File: src/rtl/dyn_partition_trace_gen.sv
// -----------------------------------------------------------------------------
// dyn_partition_trace_gen
//
// Purpose:
//   Trace generator for the small dynamic-partition system. The system state is
//   two CNT_W-bit counters A and B and a 2-bit Johnson phase register m. The
//   phase chooses which counter increments on each step. Starting from the
//   all-zero state, this block steps the machine and streams one frame
//   {next_state, cur_state} per step to a downstream transition checker over a
//   valid/ready interface. An XOR mask can corrupt the emitted next-state field
//   so that the checker's rejection path can be exercised. The mask never
//   affects the internal state.
//
//   State vector layout, from bit 0 upward: A, B, m0, m1.
//
// Ports:
//   clk         in   rising-edge clock
//   rst_n       in   asynchronous active-low reset
//   start       in   one-cycle run request; only honoured while idle
//   num_steps   in   number of frames to emit; sampled with start
//   inject_mask in   XOR mask for the emitted next-state field; sampled with start
//   abort       in   synchronous run cancel
//   out_valid   out  frame available
//   out_ready   in   consumer accepts the frame
//   out_frame   out  [ST_W-1:0] = cur_state, [2*ST_W-1:ST_W] = next_state ^ mask
//   out_last    out  frame is the final one of the run
//   busy        out  not idle
//   done        out  one-cycle pulse at run completion
// -----------------------------------------------------------------------------
module dyn_partition_trace_gen #(
    parameter  int CNT_W  = 3,
    parameter  int STEP_W = 8,
    localparam int ST_W   = 2*CNT_W + 2
) (
    input  logic                clk,
    input  logic                rst_n,
    input  logic                start,
    input  logic [STEP_W-1:0]   num_steps,
    input  logic [ST_W-1:0]     inject_mask,
    input  logic                abort,
    output logic                out_valid,
    input  logic                out_ready,
    output logic [2*ST_W-1:0]   out_frame,
    output logic                out_last,
    output logic                busy,
    output logic                done
);

    typedef enum logic [1:0] {IDLE, RUN, DONE} fsm_t;

    fsm_t              fsm, fsm_next;
    logic [ST_W-1:0]   cur_state;
    logic [ST_W-1:0]   nxt_state;
    logic [STEP_W-1:0] count;
    logic [STEP_W-1:0] steps_q;
    logic [ST_W-1:0]   mask_q;
    logic              load;
    logic              adv;
    logic              last;

    // One step of the real machine: sel = m0 ^ m1 picks the counter, and the
    // phase advances as a 2-bit Johnson counter (00, 10, 11, 01).
    function automatic logic [ST_W-1:0] step_state(input logic [ST_W-1:0] s);
        logic [CNT_W-1:0] a;
        logic [CNT_W-1:0] b;
        logic             m0;
        logic             m1;
        a  = s[CNT_W-1:0];
        b  = s[2*CNT_W-1:CNT_W];
        m0 = s[2*CNT_W];
        m1 = s[2*CNT_W+1];
        if (m0 ^ m1)
            b = b + CNT_W'(1);
        else
            a = a + CNT_W'(1);
        return {m0, ~m1, b, a};
    endfunction

    assign nxt_state = step_state(cur_state);
    assign last      = (count == steps_q - STEP_W'(1));

    // Outputs depend on registered state only (done additionally on abort so
    // an abort in the DONE cycle suppresses the completion pulse).
    assign out_valid = (fsm == RUN);
    assign out_last  = (fsm == RUN) && last;
    assign out_frame = (fsm == RUN) ? {nxt_state ^ mask_q, cur_state} : '0;
    assign busy      = (fsm != IDLE);
    assign done      = (fsm == DONE) && !abort;

    always_ff @(posedge clk or negedge rst_n) begin
        if (!rst_n)
            fsm <= IDLE;
        else
            fsm <= fsm_next;
    end

    always_comb begin
        fsm_next = fsm;
        load     = 1'b0;
        adv      = 1'b0;
        case (fsm)
            IDLE: begin
                // abort is meaningless here; start always takes effect.
                if (start) begin
                    if (num_steps != '0) begin
                        fsm_next = RUN;
                        load     = 1'b1;
                    end else begin
                        fsm_next = DONE;
                    end
                end
            end
            RUN: begin
                // Abort wins over a simultaneous handshake and freezes the state.
                if (abort) begin
                    fsm_next = IDLE;
                end else if (out_ready) begin
                    adv = 1'b1;
                    if (last)
                        fsm_next = DONE;
                end
            end
            DONE: fsm_next = IDLE;
            default: fsm_next = IDLE;
        endcase
    end

    always_ff @(posedge clk or negedge rst_n) begin
        if (!rst_n) begin
            cur_state <= '0;
            count     <= '0;
            steps_q   <= '0;
            mask_q    <= '0;
        end else if (load) begin
            cur_state <= '0;
            count     <= '0;
            steps_q   <= num_steps;
            mask_q    <= inject_mask;
        end else if (adv) begin
            cur_state <= nxt_state;
            count     <= count + STEP_W'(1);
        end
    end

endmodule

File: config.mk
export PLATFORM = sky130hd
export DESIGN_NAME = dyn_partition_trace_gen
export DESIGN_NICKNAME = d
export VERILOG_FILES = /design/src/rtl/dyn_partition_trace_gen.sv
export SDC_FILE = /design/constraint.sdc
export NUM_CORES = 1
export LEC_CHECK = 0
export CAP_MARGIN = 0
export CORE_ASPECT_RATIO = 0.7
export CORE_MARGIN = 5
export CORE_UTILIZATION = 51
export DETAILED_ROUTE_END_ITERATION = 10
export PLACE_DENSITY_LB_ADDON = 0.2
export SLEW_MARGIN = 20
export SYNTH_ARGS = -nofsm -noshare
export SYNTH_HDL_FRONTEND = slang
export SYNTH_SLANG_ARGS = --single-unit
File: constraint.sdc
create_clock -name clk -period 3.2 [get_ports clk]
set_clock_uncertainty 0.2 [all_clocks]
set_input_delay 0.64 -clock clk [delete_from_list [all_inputs] [get_ports clk]]
set_output_delay 0.64 -clock clk [all_outputs]
set_load 0.02 [all_outputs]
==> flow_metrics.tcl, run 1 <==
set metrics [dict create \
    hold_class "reg2reg" \
    p_int_mw 1.07 \
    final_max_slew_viol_count 0 \
    grt_pass1_vias 1644 \
    ys_types 38 \
    clkPwrFrac_pct 30.8 \
    wl_per_cell_um 16.0 \
    synth_top_family_by_area "simple AND/OR/NAND/NOR gates" \
    most-common-layout-cells "clkdlybuf4s50_1 (38), dfrtp_1 (34), nor2_1 (25), nand2_1 (18)" \
    synth_area_mm2 0.00193 \
    whs_path_depth 1 \
    fp.dieH_um 61.5 \
    max_slew.worst_pin.slew_ns 0.526 \
    ys_ff_latch 34 \
    drv_cap 0 \
    port_buffers 40 \
    synth-xor-area-share_pct 14.5 \
    synth_nets 221 \
    syn_inst 196 \
    r2r-start "steps_q[1]" \
    p_leak_nw 1.12 \
    htreeDepth 2 \
    diodes 0 \
    ios 41 \
    setup_viol_count_final 0 \
    rsz0062_at_grt "no" \
    vias 1596 \
    yosys.area_share.adder_pct 2.59 \
    dp_worst_setup_slack_ns -0.0427 \
    dpl_cell_area_mm2 0.00242 \
    fin_crit_sh_pct 96.7 \
    grt_pass1_wl_um 7910 \
    p_comb_share_pct 32.7 \
    synth-compound-area-share_pct 5.69 \
    placementRows 18 \
    critPathMaxFanout 2 \
    sequentialPowerShare_pct 36.5 \
    antenna_found_initial 0 \
    yosys_warnings 0 \
    hp-start "mask_q[4]" \
    timing.rr.end "fsm[0]" \
    synth-main-ff-cell "dfrtp_1" \
    drtPass1Iterations 4 \
    critical-path-max-stage-delay_ns 0.50 \
    switching_share_pct 31.2 \
    fin_crit_ns 3.10 \
    crit_required_ns 2.36 \
    final_area_mm2 0.00256 \
    dieArea_mm2 0.00514 \
    clockBufferDepth 2 \
    cp.buffers_inverters 1 \
    relSlewSlack_pct 64.6 \
    setup_ws_ns 0.105 \
    fp.coreArea_mm2 0.00358 \
    final_common_cell "clkdlybuf4s50_1" \
    final_util_pct 71.5 \
    syn_avg_cell_area_um2 9.87 \
    layout.cells.non_filler 294 \
    syn2layout_area_growth_pct 32.3 \
    p_switching_mw 0.483 \
    cts.clk_slew.worst_paths_ns 0.07 \
    critPathKind "reg2out" \
    status "finished, final reports clean" \
    crit_slowest_cell "or4_1" \
    insertion_delay_ns 0.29 \
    holdPathEnd "mask_q[4]" \
    fmax_mhz 323 \
    grt_use_total_pct 20.1 \
    synth-edff-count 0 \
    synth-simple-area-share_pct 21.0 \
    yosysSeqAreaShare_pct 44.0 \
    cts_hold_buf 0 \
    ir_worst_vdd_mv 0.332 \
    worst_setup_path_start_kind "flip-flop" \
    wl_um 4710 \
    synthMuxAreaShare_pct 9.18 \
    p_per_area_mw_per_mm2 606 \
    tritoncts "done" \
    crit_chain "or3_4, or4_1, a211oi_2, nand3_1, nor2_1, buf_2" \
    via_per_inst 5.43 \
    post-route-drc-count 0 \
    initial_utilization_pct 54.0 \
    gp_congestion 0.815 \
    overflow 0 \
    drt_iter0_drc 149 \
    path_delay_family "simple AND/OR/NAND/NOR gates" \
    cts_buffers 5 \
    numClockSinks 34 \
    rr_worst_depth 5 \
    drive_gt1_share_pct 16.0 \
    placed_cells 286 \
    hold_viol 0 \
    cts-root-buf "clkbuf_8" \
    detailed_place_hpwl_um 3390 \
    grt_max_degree 35 \
    synthArstFlopShare_pct 100 \
    critical_path_arrival_ns 2.26 \
    endpoint_kind "output port" \
    fin_nets 268 \
    die_x_um 83.6 \
    rrSetupSlack_ns 1.05 \
    ant_nets 0 \
    startpoint "steps_q[1]" \
]
stage by stage:
stage / TNS [ns] / power (mW) / hold WS [ns]
after floorplan: 0 / 0.878 / 0.144
after global placement: -0.00187 / 1.05 / 0.311
after detailed placement: -0.0427 / 1.07 / 0.322
after CTS: 0 / 1.56 / 0.338
after global routing: 0 / 1.64 / 0.354
final: 0 / 1.55 / 0.331
cells in the mapped netlist (all sizes together) (3+ instances only):
cell / count / area, um^2
nor4: 3 / 18.8
ha: 4 / 50.1
a21oi: 7 / 38.8
nor2: 25 / 93.8
dfrtp: 34 / 851
xor2: 16 / 140
xnor2: 16 / 140
inv: 4 / 15.0
nand3: 6 / 30.0
o21ai: 3 / 15.0
nand2: 18 / 67.6
clkbuf: 9 / 45.0
and2: 8 / 50.1
nand4: 4 / 25.0
mux2: 14 / 158
sequential cells by signal (all words and copies together) (netlist names):
register / flops
count: 8
cur_state: 8
mask_q: 8
steps_q: 8
fsm: 2
layout make-up:
type | count | area [um^2]
clock buffer | 5 | 68.8
clock inverter | 3 | 68.8
fill | 260 | 1020
inverter | 4 | 15.0
multi-input combinational | 149 | 1030
sequential | 34 | 851
tap | 50 | 62.6
timing repair buffer | 49 | 465
logic make-up after synthesis:
kind of cell,count (synthesis)
AO/OA/AOI/OAI,18
XOR/XNOR,32
adder cells (fa/ha/maj),4
multiplexers,16
buffers and inverters,13
flip-flops,34
AND/OR/NAND/NOR,79
how the worst max path moves through the flow:
| stage | slack [ns] | to | depth (start not counted) |
|---|---|---|---|
| 2_1_floorplan | 0.44 | out_last | 5 |
| 3_3_place_gp | -0.002 | out_last | 6 |
| 3_5_place_dp | -0.04 | out_last | 6 |
| 4_1_cts | 0.02 | out_last | 6 |
| 5_1_grt | 0.02 | out_last | 6 |
| 6_report | 0.10 | out_last | 6 |
repair_timing:
action | in CTS | in global routing
setup endpoints to repair | 1 | 2
pin swaps | 0 | 0
gates cloned | 0 | 0
buffers inserted | 0 | 0
gates resized for setup | 4 | 2
power groups by stage:
stage	registers (mW)	logic (mW)	clock network, mW
after global placement	0.565	0.481	0
after detailed placement	0.572	0.500	0
after CTS	0.565	0.510	0.484
after global routing	0.575	0.555	0.506
final	0.566	0.507	0.478
after floorplan	0.548	0.329	0
per-layer routing:
metal  routed length (um)  track usage [%]  vias to the layer above
met1                 2080             24.1                      784
met4                   74             8.49                        0
met2                 2290             35.6                       45
li1                     -                -                      757
met3                  274             5.21                       10
met5                    0                0                        -
(Power assumes the default switching activity.)
==> run 2, diff against run 1 <==
CORE_UTILIZATION = 62   (was 51)
DONT_BUFFER_PORTS = 1   (was not set)
==> flow_metrics.tcl, run 2 (synthesized netlist as in run 1, its figures left out) <==
set metrics [dict create \
    status "finished, final reports clean" \
    grt_pass1_vias 1331 \
    fp.dieH_um 56.7 \
    drive_gt1_share_pct 16.1 \
    cts-root-buf "clkbuf_8" \
    setup_ws_ns 0.0806 \
    setup_viol_count_final 0 \
    p_leak_nw 0.912 \
    ios 41 \
    critPathMaxFanout 7 \
    placed_cells 227 \
    p_total_mw 1.27 \
    r2r-start "steps_q[2]" \
    critical_path_arrival_ns 2.28 \
    most-common-layout-cells "dfrtp_1 (34), nor2_1 (24), nand2_1 (18), xor2_1 (16), xnor2_1 (16)" \
    fin_crit_sh_pct 97.5 \
    wl_per_cell_um 16.5 \
    startpoint "steps_q[2]" \
    tritoncts "done" \
    fp.coreArea_mm2 0.00308 \
    fill_cells 223 \
    hold_class "in2reg" \
    crit_required_ns 2.36 \
    fin_crit_ns 3.12 \
    final_util_pct 67.9 \
    numClockSinks 34 \
    port_buffers 0 \
    syn2layout_area_growth_pct 8.21 \
    clockBufferDepth 2 \
    dieArea_mm2 0.00435 \
    dp_worst_setup_slack_ns 0.286 \
    detailed_place_hpwl_um 2890 \
    vias 1364 \
    htreeDepth 2 \
    hp-start "num_steps[1]" \
    cts.clk_slew.worst_paths_ns 0.06 \
    worst_hold_slack_ns 0.295 \
    insertion_delay_ns 0.29 \
    ir_worst_vdd_mv 0.453 \
    relSlewSlack_pct 46.7 \
    endpoint_kind "output port" \
    max_slew.worst_pin.slew_ns 0.792 \
    fin_setup_tns_ns 0 \
    final_max_slew_viol_count 0 \
    final_area_mm2 0.00209 \
    via_per_inst 5.76 \
    hold_viol 0 \
    grt_pass1_wl_um 6490 \
    p_per_area_mw_per_mm2 609 \
    dpl_cell_area_mm2 0.00196 \
    critPathKind "reg2out" \
    diodes 0 \
    worst_setup_path_start_kind "flip-flop" \
    wl_um 3900 \
    drv_cap 0 \
    placementRows 17 \
    antenna_found_initial 0 \
    post-route-drc-count 0 \
    die_x_um 76.8 \
    met1_length_um 1870 \
    gp_congestion 0.854 \
    cts_buffers 5 \
    route.met2.wl_um 1770 \
    initial_utilization_pct 62.7 \
    fin_nets 223 \
    final_common_cell "dfrtp_1" \
    drtPass1Iterations 4 \
    ant_nets 0 \
    grt_use_total_pct 18.8 \
    grt_max_degree 35 \
    post_cts_buffers 0 \
    dr_wl_met3_um 198 \
    fmax_mhz 321 \
    drt_iter0_drc 91 \
    layout.cells.non_filler 237 \
    overflow 0 \
    top_layer "met4" \
]
run 2: worst paths after layout:
| path | endpoint | slack (ns) | cells past startpoint |
|---|---|---|---|
| min in group asynchronous | mask_q[1] | 0.60 | 2 |
| min | steps_q[1] | 0.30 | 2 |
| max | out_last | 0.08 | 5 |
| min reg2reg | steps_q[7] | 0.33 | 1 |
| max reg2reg | fsm[1] | 0.97 | 5 |
| max in group asynchronous | steps_q[5] | 2.02 | 2 |
run 2: metal layers:
metal	vias to the layer above	GRT usage, %
met5	-	0
met4	0	7.48
met3	7	5.13
met2	36	28.3
met1	650	25.7
li1	671	-
run 2: timing repair:
item / 4_1_cts / 5_1_grt
hold buffers: 2 / 0
endpoints found under the hold margin: 34 / 0
pin swaps: 0 / 1
resized for setup: 1 / 2
setup endpoints to repair: 1 / 1
run 2: area by class of cell:
class                      count  area, um^2  share of cell area, %
clock buffer                   7        86.3                   4.12
clock inverter                 1        5.00                  0.239
inverter                       4        15.0                  0.717
multi-input combinational    149        1040                   49.9
sequential                    34         851                   40.6
tap                           38        47.5                   2.27
timing repair buffer           4        45.0                   2.15
run 2: worst max-delay path, stage by stage (launching register included):
cell and delay, ns:
dfrtp_1 0.44, or3_4 0.36, or4_1 0.51, a211oi_2 0.29, nand3_1 0.20, nor2_4 0.19
run 2: power by group:
group          switching [mW]  internal, mW  total, mW
registers              0.0752         0.496      0.571
clock network           0.150         0.173      0.324
logic                   0.217         0.162      0.379
total                   0.443         0.831       1.27
==> run 3, diff against run 2 <==
CAP_MARGIN = 20   (was 0)
==> results of run 3 <==
The final DEF is identical to that of run 2; final timing and power are the same.
